==> src/rtl/er_cfg_pkg.sv <==
// Shared encodings for the ER/OR bounds controller: FSM states, register
// offsets and CTRL bit positions.
package er_cfg_pkg;

  typedef enum logic [1:0] {
    ST_IDLE  = 2'd0,
    ST_ARMED = 2'd1,
    ST_RUN   = 2'd2,
    ST_DONE  = 2'd3
  } state_e;

  localparam logic [2:0] REG_ER_MIN = 3'd0;
  localparam logic [2:0] REG_ER_MAX = 3'd1;
  localparam logic [2:0] REG_OR_MIN = 3'd2;
  localparam logic [2:0] REG_OR_MAX = 3'd3;
  localparam logic [2:0] REG_CTRL   = 3'd4;
  localparam logic [13:0] NUM_REGS  = 14'd5;

  localparam int CTRL_ARM  = 0;
  localparam int CTRL_CLR  = 1;
  localparam int CTRL_ST0  = 2;
  localparam int CTRL_EXEC = 4;
  localparam int CTRL_ERR  = 5;
  localparam int CTRL_ABT  = 6;
  localparam int CTRL_WERR = 7;
  localparam int CTRL_IE   = 8;

endpackage

==> src/rtl/er_cfg_ctrl_if.sv <==
// openMSP430 peripheral-bus bundle seen by the ER/OR bounds controller.
interface er_cfg_ctrl_if;
  logic [13:0] per_addr;
  logic [15:0] per_din;
  logic        per_en;
  logic [1:0]  per_we;
  logic [15:0] per_dout;

  modport master (output per_addr, per_din, per_en, per_we, input  per_dout);
  modport slave  (input  per_addr, per_din, per_en, per_we, output per_dout);
endinterface

==> src/rtl/er_cfg_check.sv <==
// Combinational sanity check of programmed ER/OR bounds: ordered, ER word
// aligned, and the two regions disjoint.
module er_cfg_check (
  input  logic [15:0] i_er_min,
  input  logic [15:0] i_er_max,
  input  logic [15:0] i_or_min,
  input  logic [15:0] i_or_max,
  output logic        o_cfg_ok
);
  logic w_er_ord, w_or_ord, w_align, w_disj;

  assign w_er_ord = (i_er_min <= i_er_max);
  assign w_or_ord = (i_or_min <= i_or_max);
  assign w_align  = ~i_er_min[0] & ~i_er_max[0];
  // Ordered intervals are disjoint iff one ends before the other starts.
  assign w_disj   = (i_er_max < i_or_min) || (i_or_max < i_er_min);
  assign o_cfg_ok = w_er_ord & w_or_ord & w_align & w_disj;
endmodule

==> src/rtl/er_cfg_ctrl.sv <==
// ER/OR bounds config registers plus arm/run/done sequencer for the
// execution-integrity monitor. Optional done interrupt: ER_CFG_IRQ_EN.
module er_cfg_ctrl
  import er_cfg_pkg::*;
#(
  parameter logic [13:0] BASE_ADDR = 14'h00C8
) (
  input  logic        clk,
  input  logic        puc_rst,
  er_cfg_ctrl_if.slave bus,
  input  logic [15:0] pc,
  input  logic        exec,
  output logic [15:0] ER_min,
  output logic [15:0] ER_max,
  output logic [15:0] OR_min,
  output logic [15:0] OR_max,
  output logic        cfg_valid
`ifdef ER_CFG_IRQ_EN
  ,
  output logic        irq_done
`endif
);

  state_e      r_state, w_state_nxt;
  logic [15:0] r_er_min, r_er_max, r_or_min, r_or_max;
  logic        r_err, r_abt, r_werr, r_run_first;
  logic        w_err_nxt, w_abt_nxt, w_werr_nxt;
  logic        w_cfg_ok, w_ie;
  logic [13:0] w_off;
  logic        w_hit, w_wr, w_rd, w_bnd_wr, w_bnd_ok, w_werr_set;
  logic        w_ctrl_wr, w_arm, w_clr;
  logic [15:0] w_ctrl_rd, w_rdata;

  // Bus decode
  assign w_off      = bus.per_addr - BASE_ADDR;
  assign w_hit      = bus.per_en && (w_off < NUM_REGS);
  assign w_wr       = w_hit && (bus.per_we != 2'b00);
  assign w_rd       = w_hit && (bus.per_we == 2'b00);
  assign w_bnd_wr   = w_wr && (w_off[2:0] != REG_CTRL);
  assign w_bnd_ok   = w_bnd_wr && (bus.per_we == 2'b11) && (r_state == ST_IDLE);
  assign w_werr_set = w_bnd_wr && (r_state != ST_IDLE);
  assign w_ctrl_wr  = w_wr && (w_off[2:0] == REG_CTRL) && bus.per_we[0];
  assign w_arm      = w_ctrl_wr && bus.per_din[CTRL_ARM];
  assign w_clr      = w_ctrl_wr && bus.per_din[CTRL_CLR];

  er_cfg_check u_check (
    .i_er_min (r_er_min),
    .i_er_max (r_er_max),
    .i_or_min (r_or_min),
    .i_or_max (r_or_max),
    .o_cfg_ok (w_cfg_ok)
  );

  always_ff @(posedge clk) begin
    if (puc_rst) begin
      r_er_min <= '0;
      r_er_max <= '0;
      r_or_min <= '0;
      r_or_max <= '0;
    end else if (w_bnd_ok) begin
      case (w_off[2:0])
        REG_ER_MIN: r_er_min <= bus.per_din;
        REG_ER_MAX: r_er_max <= bus.per_din;
        REG_OR_MIN: r_or_min <= bus.per_din;
        REG_OR_MAX: r_or_max <= bus.per_din;
        default:    ;
      endcase
    end
  end

`ifdef ER_CFG_IRQ_EN
  logic r_ie, r_irq;
  always_ff @(posedge clk) begin
    if (puc_rst) begin
      r_ie  <= 1'b0;
      r_irq <= 1'b0;
    end else begin
      if (w_ctrl_wr) r_ie <= bus.per_din[CTRL_IE];
      // Tracks next state so the level drops on the same edge that leaves DONE.
      r_irq <= (w_state_nxt == ST_DONE) && (w_ctrl_wr ? bus.per_din[CTRL_IE] : r_ie);
    end
  end
  assign w_ie     = r_ie;
  assign irq_done = r_irq;
`else
  assign w_ie = 1'b0;
`endif

  always_ff @(posedge clk) begin
    if (puc_rst) begin
      r_state     <= ST_IDLE;
      r_err       <= 1'b0;
      r_abt       <= 1'b0;
      r_werr      <= 1'b0;
      r_run_first <= 1'b0;
    end else begin
      r_state     <= w_state_nxt;
      r_err       <= w_err_nxt;
      r_abt       <= w_abt_nxt;
      r_werr      <= w_werr_nxt;
      r_run_first <= (r_state != ST_RUN) && (w_state_nxt == ST_RUN);
    end
  end

  always_comb begin
    w_state_nxt = r_state;
    w_err_nxt   = r_err;
    w_abt_nxt   = r_abt;
    w_werr_nxt  = r_werr;
    if (w_werr_set) w_werr_nxt = 1'b1;
    if (w_clr)      w_werr_nxt = 1'b0;
    case (r_state)
      ST_IDLE: begin
        if (w_arm) begin
          if (w_cfg_ok) begin
            w_state_nxt = ST_ARMED;
            w_err_nxt   = 1'b0;
            w_abt_nxt   = 1'b0;
          end else begin
            w_err_nxt   = 1'b1;
          end
        end
      end
      ST_ARMED: begin
        if (w_clr)                  w_state_nxt = ST_IDLE;
        else if (pc == r_er_min)    w_state_nxt = ST_RUN;
      end
      ST_RUN: begin
        // exec lags pc by a cycle, so the entry cycle is exempt from abort.
        if ((pc == r_er_max) && exec) begin
          w_state_nxt = ST_DONE;
        end else if (!exec && !r_run_first) begin
          w_state_nxt = ST_ARMED;
          w_abt_nxt   = 1'b1;
        end
      end
      ST_DONE: begin
        if (w_clr) w_state_nxt = ST_IDLE;
      end
      default: w_state_nxt = ST_IDLE;
    endcase
  end

  always_comb begin
    w_ctrl_rd                  = '0;
    w_ctrl_rd[CTRL_ST0+1:CTRL_ST0] = r_state;
    w_ctrl_rd[CTRL_EXEC]       = exec;
    w_ctrl_rd[CTRL_ERR]        = r_err;
    w_ctrl_rd[CTRL_ABT]        = r_abt;
    w_ctrl_rd[CTRL_WERR]       = r_werr;
    w_ctrl_rd[CTRL_IE]         = w_ie;
  end

  always_comb begin
    w_rdata = '0;
    if (w_rd) begin
      case (w_off[2:0])
        REG_ER_MIN: w_rdata = r_er_min;
        REG_ER_MAX: w_rdata = r_er_max;
        REG_OR_MIN: w_rdata = r_or_min;
        REG_OR_MAX: w_rdata = r_or_max;
        REG_CTRL:   w_rdata = w_ctrl_rd;
        default:    w_rdata = '0;
      endcase
    end
  end

  assign bus.per_dout = w_rdata;
  assign ER_min       = r_er_min;
  assign ER_max       = r_er_max;
  assign OR_min       = r_or_min;
  assign OR_max       = r_or_max;
  assign cfg_valid    = (r_state != ST_IDLE);

endmodule

==> src/flat_wrapper.sv <==
// flat-port wrapper written by rule: the top's interface ports become plain ports
module er_cfg_ctrl_flat import er_cfg_pkg::*;
#(
  parameter logic [13:0] BASE_ADDR = 14'h00C8
)
  (clk, puc_rst, pc, exec, ER_min, ER_max, OR_min, OR_max, cfg_valid, bus_per_addr, bus_per_din, bus_per_en, bus_per_we, bus_per_dout);
  er_cfg_ctrl_if bus_i ();
  input  logic clk;
  input  logic puc_rst;
  input  logic [15:0] pc;
  input  logic exec;
  output logic [15:0] ER_min;
  output logic [15:0] ER_max;
  output logic [15:0] OR_min;
  output logic [15:0] OR_max;
  output logic cfg_valid;
  input wire logic [$bits(bus_i.per_addr)-1:0] bus_per_addr;
  input wire logic [$bits(bus_i.per_din)-1:0] bus_per_din;
  input wire logic [$bits(bus_i.per_en)-1:0] bus_per_en;
  input wire logic [$bits(bus_i.per_we)-1:0] bus_per_we;
  output wire logic [$bits(bus_i.per_dout)-1:0] bus_per_dout;
  assign bus_i.per_addr = bus_per_addr;
  assign bus_i.per_din = bus_per_din;
  assign bus_i.per_en = bus_per_en;
  assign bus_i.per_we = bus_per_we;
  assign bus_per_dout = bus_i.per_dout;
  er_cfg_ctrl #(.BASE_ADDR(BASE_ADDR)) u_core (.clk(clk), .puc_rst(puc_rst), .bus(bus_i), .pc(pc), .exec(exec), .ER_min(ER_min), .ER_max(ER_max), .OR_min(OR_min), .OR_max(OR_max), .cfg_valid(cfg_valid));
endmodule
==> config.mk <==
export PLATFORM = sky130hd
export DESIGN_NAME = er_cfg_ctrl_flat
export DESIGN_NICKNAME = d
export VERILOG_FILES = /design/src/rtl/er_cfg_pkg.sv /design/src/rtl/er_cfg_ctrl_if.sv /design/src/rtl/er_cfg_check.sv /design/src/rtl/er_cfg_ctrl.sv /design/src/flat_wrapper.sv
export SDC_FILE = /design/constraint.sdc
export NUM_CORES = 1
export LEC_CHECK = 0
export ABC_AREA = 1
export CORE_MARGIN = 1
export CORE_UTILIZATION = 55
export CTS_CLUSTER_SIZE = 28
export DETAILED_ROUTE_END_ITERATION = 16
export DONT_BUFFER_PORTS = 1
export PLACE_DENSITY = 0.7
export SETUP_SLACK_MARGIN = 0.15
export SYNTH_ARGS = -nofsm -noshare
export SYNTH_HDL_FRONTEND = slang
export SYNTH_SLANG_ARGS = --single-unit
==> constraint.sdc <==
create_clock -name clk -period 3.3 [get_ports clk]
set_input_delay 0.825 -clock clk [delete_from_list [all_inputs] [get_ports clk]]
set_output_delay 0.825 -clock clk [all_outputs]
set_load 0.005 [all_outputs]
# == Word-level counts from Yosys, hierarchy flattened ==
# Index checks and enable logic that the tools add are counted.
# totals
ramBits,0
n_memories,0
mem_bits_ro,0
wordCells,84
ff_bits,70
inputBits,52
out_inout_bits,81
latchBits,0
# op_classes
div,0
n_reduce_logical,30
n_lt_le_gt_ge,5
muxes,16
mul,0
shifts,0
eq_ne,17
n_addsub,1
n_bitwise,6
# op_table
op,count
case mux 16 bit (5 select lines),1
== test 16 bit,2
less-or-equal comparator 16 bit,2
< comparator 16 bit,2
two-way mux 16 bit,1
logical AND 1 bit,14
"< comparator 14 x 3 -> 1 bit, second input constant",1
two-way mux 2 bit,7
"subtractor 14 x 8 -> 14 bit, second input constant",1
AND reduction 2 bit,5
"== test 2 bit, second input constant",4
case mux 2 bit (4 select lines),1
"== test 3 x 2 -> 1 bit, second input constant",2
"inequality test 2 bit, second input constant",3
nonzero test 2 bit,3
two-way mux 1 bit,5
AND reduction 5 bit,1
bitwise AND 1 bit,4
zero test 2 bit,2
"inequality test 2 x 1 -> 1 bit, second input constant",2
"== test 3 x 1 -> 1 bit, second input constant",1
"== test 3 bit, second input constant",1
zero test 3 bit,1
"inequality test 3 bit, second input constant",1
6 further kinds,8

# == Depth between registers and ports, before layout ==
# Gate-level depths: netlist (run 1).
# logic_depth
depth_word,11
depth_mapped,17
depth_no_buf,17

# == Cells and area by module ==
# A second synthesis (run 1) with hierarchy kept.
# unflattened
hier_cells,842
hier_area_um2,5363.9
# modules_own_cells
mod,seq_area_each_um2,area_per_inst_um2,cells_per_inst,n_inst
er_cfg_ctrl,1401.3,3684.8,567,1
er_cfg_check,0.0,1679.1,275,1

# == Worst setup path after synthesis (run 1) ==
# No wires, ideal clock.
# synth_timing
path_kind,in2out
from,in bus_per_addr[3]
to,out bus_per_dout[0]
setup_slack_ns,0.409
t_arrival_ns,2.066
n_path_buf,1
cell_stages,9
required_time_ns,2.475
path_cell_list,inv_1 -> ha_1 -> nand2_1 -> inv_1 -> nand4_1 -> nor2_4 -> nand3_1 -> clkbuf_1 -> a21oi_1
# synth_between
elab_chain_cells,5
# synth_rtl
item,line,source
"start, declared",flat_wrapper.sv:17,input wire logic [$bits(bus_i.per_addr)-1:0] bus_per_addr;
subtractor 14 x 8 -> 14 bit,er_cfg_ctrl.sv:35,assign w_off = bus.per_addr - BASE_ADDR;
< comparator 14 x 3 -> 1 bit,er_cfg_ctrl.sv:36,assign w_hit = bus.per_en && (w_off < NUM_REGS);
logical AND 1 bit,er_cfg_ctrl.sv:36,
logical AND 1 bit,er_cfg_ctrl.sv:38,assign w_rd = w_hit && (bus.per_we == 2'b00);
two-way mux 16 bit,er_cfg_ctrl.sv:156,if (w_rd) begin
"end, declared",flat_wrapper.sv:21,output wire logic [$bits(bus_i.per_dout)-1:0] bus_per_dout;
# Every way passes these cells.

# == Worst setup path in the final report (run 1) ==
# layout_timing
from,in bus_per_addr[3]
to,out bus_per_dout[10]
# The elaborated chain is that of the path after synthesis.

==> reports/summary.txt, run 1 <==
Status: finished, final reports clean
Yosys warnings: 0
Core region area: 0.00942 mm²
Worst Setup EP: bus_per_dout[10]
Number of global-route vias before repair: 4601
Top cells by area, synth: dfxtp_1 (26%), a211oi_2 (15%), ha_1 (15%)
Full die area: 0.0103 mm²
Net Switching: 0.381 mW
Flop2flop setup slack: 1.05 ns
Post-route setup slack: 0.341 ns
Post-synthesis register bit count: 70
Setup TNS: 0 ns
Routability cong.: 0.931
Worst-path clk slew: 0.07 ns
TritonRoute pass-1 iters: 5
Final setup fails: 0
Most common cell in the synthesized netlist: nand2_1
Fin. max-slew vios: 0
Final worst path period share: 89.7%
First-pass GRT wire length: 24.5 mm
Initial antenna violation count: 0
Post-detailed-route count of antenna-violating nets: 0
H-tree Lvls: 3
Post-CTS Resized: 0
Die Ht: 101 µm
Complex-gate fraction of the synthesized area: 24.5%
CTS tree: built
Max FO, Critical Path: 16
Post-synthesis adder-cell area fraction: 14.7%
Maxcap violations: 0
Mux share of post-synthesis cell area: 0%
I/O Buffers: 0
Worst hold margin: 0.494 ns
Critical Path Start: bus_per_addr[3]
Setup bufs post-CTS: 0
Post-synthesis sequential area ratio: 25.8%
Fmax: 338 MHz
XOR/XNOR Fraction of Synth Area: 3.70%
Post-DP HPWL: 13.1 mm
Peak supply drop: 0.000286 V
WL/cell: 19.5 µm
CTS Hold Bufs: 0
Combinational family with the most area after synthesis: compound AO/OA/AOI/OAI gates
Synth area leader: dfxtp_1
Clk network pwr share: 45.0%
Largest net degree at the start of global routing: 70
Layout area overhead: 4.67%
Fill count: 870
Share of the synthesized area in the top cell type: 25.8%
Residual DRC: 0
Number of enable flip-flop cells after synthesis: 0
Critical path type: input port to primary output
RSZ-0062 raised after global routing: no
Syn Inst Count: 716
Post-synth cell types: 34
Total number of vias: 5007
Clock root cell: clkbuf_8
# rows: 35
P_leak: 2.30 nW
Top FF cell, synth: dfxtp_1
Final core occ: 60.5%
Sequential power share: 51.5%
Crit end category: primary output
Startpoint types: input port
Share of cells above drive strength 1: 14.9%
Pre-CTS WS: 0.359 ns
Switching Share: 23.3%
Gr usage total: 32.3%
Max-slew headroom: 51.3%
Reg2Reg Launch Point: u_core.OR_max[11]$_SDFFE_PP0P_
Most frequent cells after synthesis: nand2_1 (118), inv_1 (107), nor2_1 (96), dfxtp_1 (70)
Chip Width: 101 µm
Comb pwr share: 3.5%
Routed WL: 16.5 mm
Simple-Gate Fraction of Synth Area: 20.6%
Clock sinks: 70
Vias per std cell: 5.95
CP arrival: 2.13 ns
DR iter-0 viols: 429
Worst r2r path cells: 11
Antenna Cells: 0
PwrDens: 288 mW/mm²
Syn_area_per_cell: 7.60 µm²
Hold_sp: u_core.r_abt$_SDFFE_PP0P_
P_int: 1.26 mW
Hold Vio Cnt, Final: 0
Tot Pwr: 1.64 mW
Post-synth net total: 832
Starting Density: 57.8%
Clock skew: 0.00843 ns
CTS Buffer Depth: 2
Ys async rst share: 0%
Capturing point of the worst reg2reg path: u_core.r_abt$_SDFFE_PP0P_
CP required: 2.47 ns
Worst-margin pin slew: 0.729 ns
Io pins: 133
Fin nets: 824
Minimum clock period: 2.96 ns
Synthesized area: 0.00544 mm²
HP Class: flip-flop to flip-flop
Worst skew pair latency: 0.35 ns
Grt total ovfl: 0
Total CTS buffers: 9
## worst max-delay path: stages
cell	delay [ns]
inv_1	0.02
ha_1	0.26
nand2_1	0.05
inv_1	0.05
nand4_1	0.13
nor2_4	0.22
nand3_1	0.12
buf_4	0.22
a41oi_1	0.23
## stage by stage
step | std cells | instance area [µm²]
finish | 842 | 5690
global route | 842 | 5690
CTS | 842 | 5690
detailed placement | 826 | 5480
global placement | 826 | 5480
floorplan | 716 | 5440
## placed cells by master (no fill, tap or decap), drive strengths merged, types with 2 or more instances in the layout
cell type	netlist	routed
nand2	119	119
inv	112	112
nor2	103	103
dfxtp	70	70
a211oi	64	64
ha	64	64
a21oi	53	53
xnor2	16	16
o22ai	15	15
o21ai	13	13
nand3	13	13
clkbuf	11	11
nand4	11	11
nor3	11	11
xor2	7	7
buf	14	6
a31oi	4	4
nor4	3	3
o21a	3	3
clkinvlp	0	3
a41oi	2	2
a221oi	2	2
or2	2	2
## flip-flops by register name (all words and copies together), names as in the netlist
signal,count
u_core.OR_max,16
u_core.r_state,2
u_core.OR_min,16
u_core.ER_min,16
u_core.r_run_first,1
u_core.r_abt,1
u_core.ER_max,16
u_core.r_werr,1
u_core.r_err,1
## power groups by stage
stage               clock (mW)  sequential (mW)  combinational, mW
floorplan                    0            0.864             0.0611
global placement             0            0.864             0.0555
detailed placement           0            0.864             0.0567
CTS                      0.740            0.844             0.0570
global route             0.776            0.844             0.0634
finish                   0.737            0.844             0.0577
## cells by family after synthesis
kind of cell | Yosys count
buf+inv | 137
fa+ha+maj | 64
flops | 70
compound gates | 159
xor+xnor | 23
simple gates | 263
## cell type report
type	instances	area [µm²]	share of cell area, %
clock buffer	11	151	2.66
multi-input combinational	509	3460	60.7
clock inverter	5	57.6	1.01
timing repair buffer	6	45.0	0.791
inverter	112	420	7.38
sequential	70	1400	24.6
tap	129	161	2.84
## metal layers
layer,routed length [µm],vias up,global-route usage (%),part of all wire [%]
met5,0,-,0,0
met4,231,0,10.7,1.4
met3,1380,18,5.11,8.4
met2,7460,226,50.1,45
met1,7390,2372,45.6,45
li1,-,2391,-,-
## how the worst min path moves through the flow
stage / to / cells past startpoint
final: u_core.r_abt$_SDFFE_PP0P_ / 2
after detailed placement: u_core.r_abt$_SDFFE_PP0P_ / 2
after global routing: u_core.r_abt$_SDFFE_PP0P_ / 2
after CTS: u_core.r_abt$_SDFFE_PP0P_ / 2
after global placement: u_core.r_abt$_SDFFE_PP0P_ / 2
after floorplan: u_core.r_abt$_SDFFE_PP0P_ / 2
(Power assumes the default switching activity.)
==> run 2: changes to the inputs <==
Settings changed: CTS_CLUSTER_DIAMETER set to 200.
==> results of run 2 <==
Final layout, timing and power as in run 1 (identical DEF).
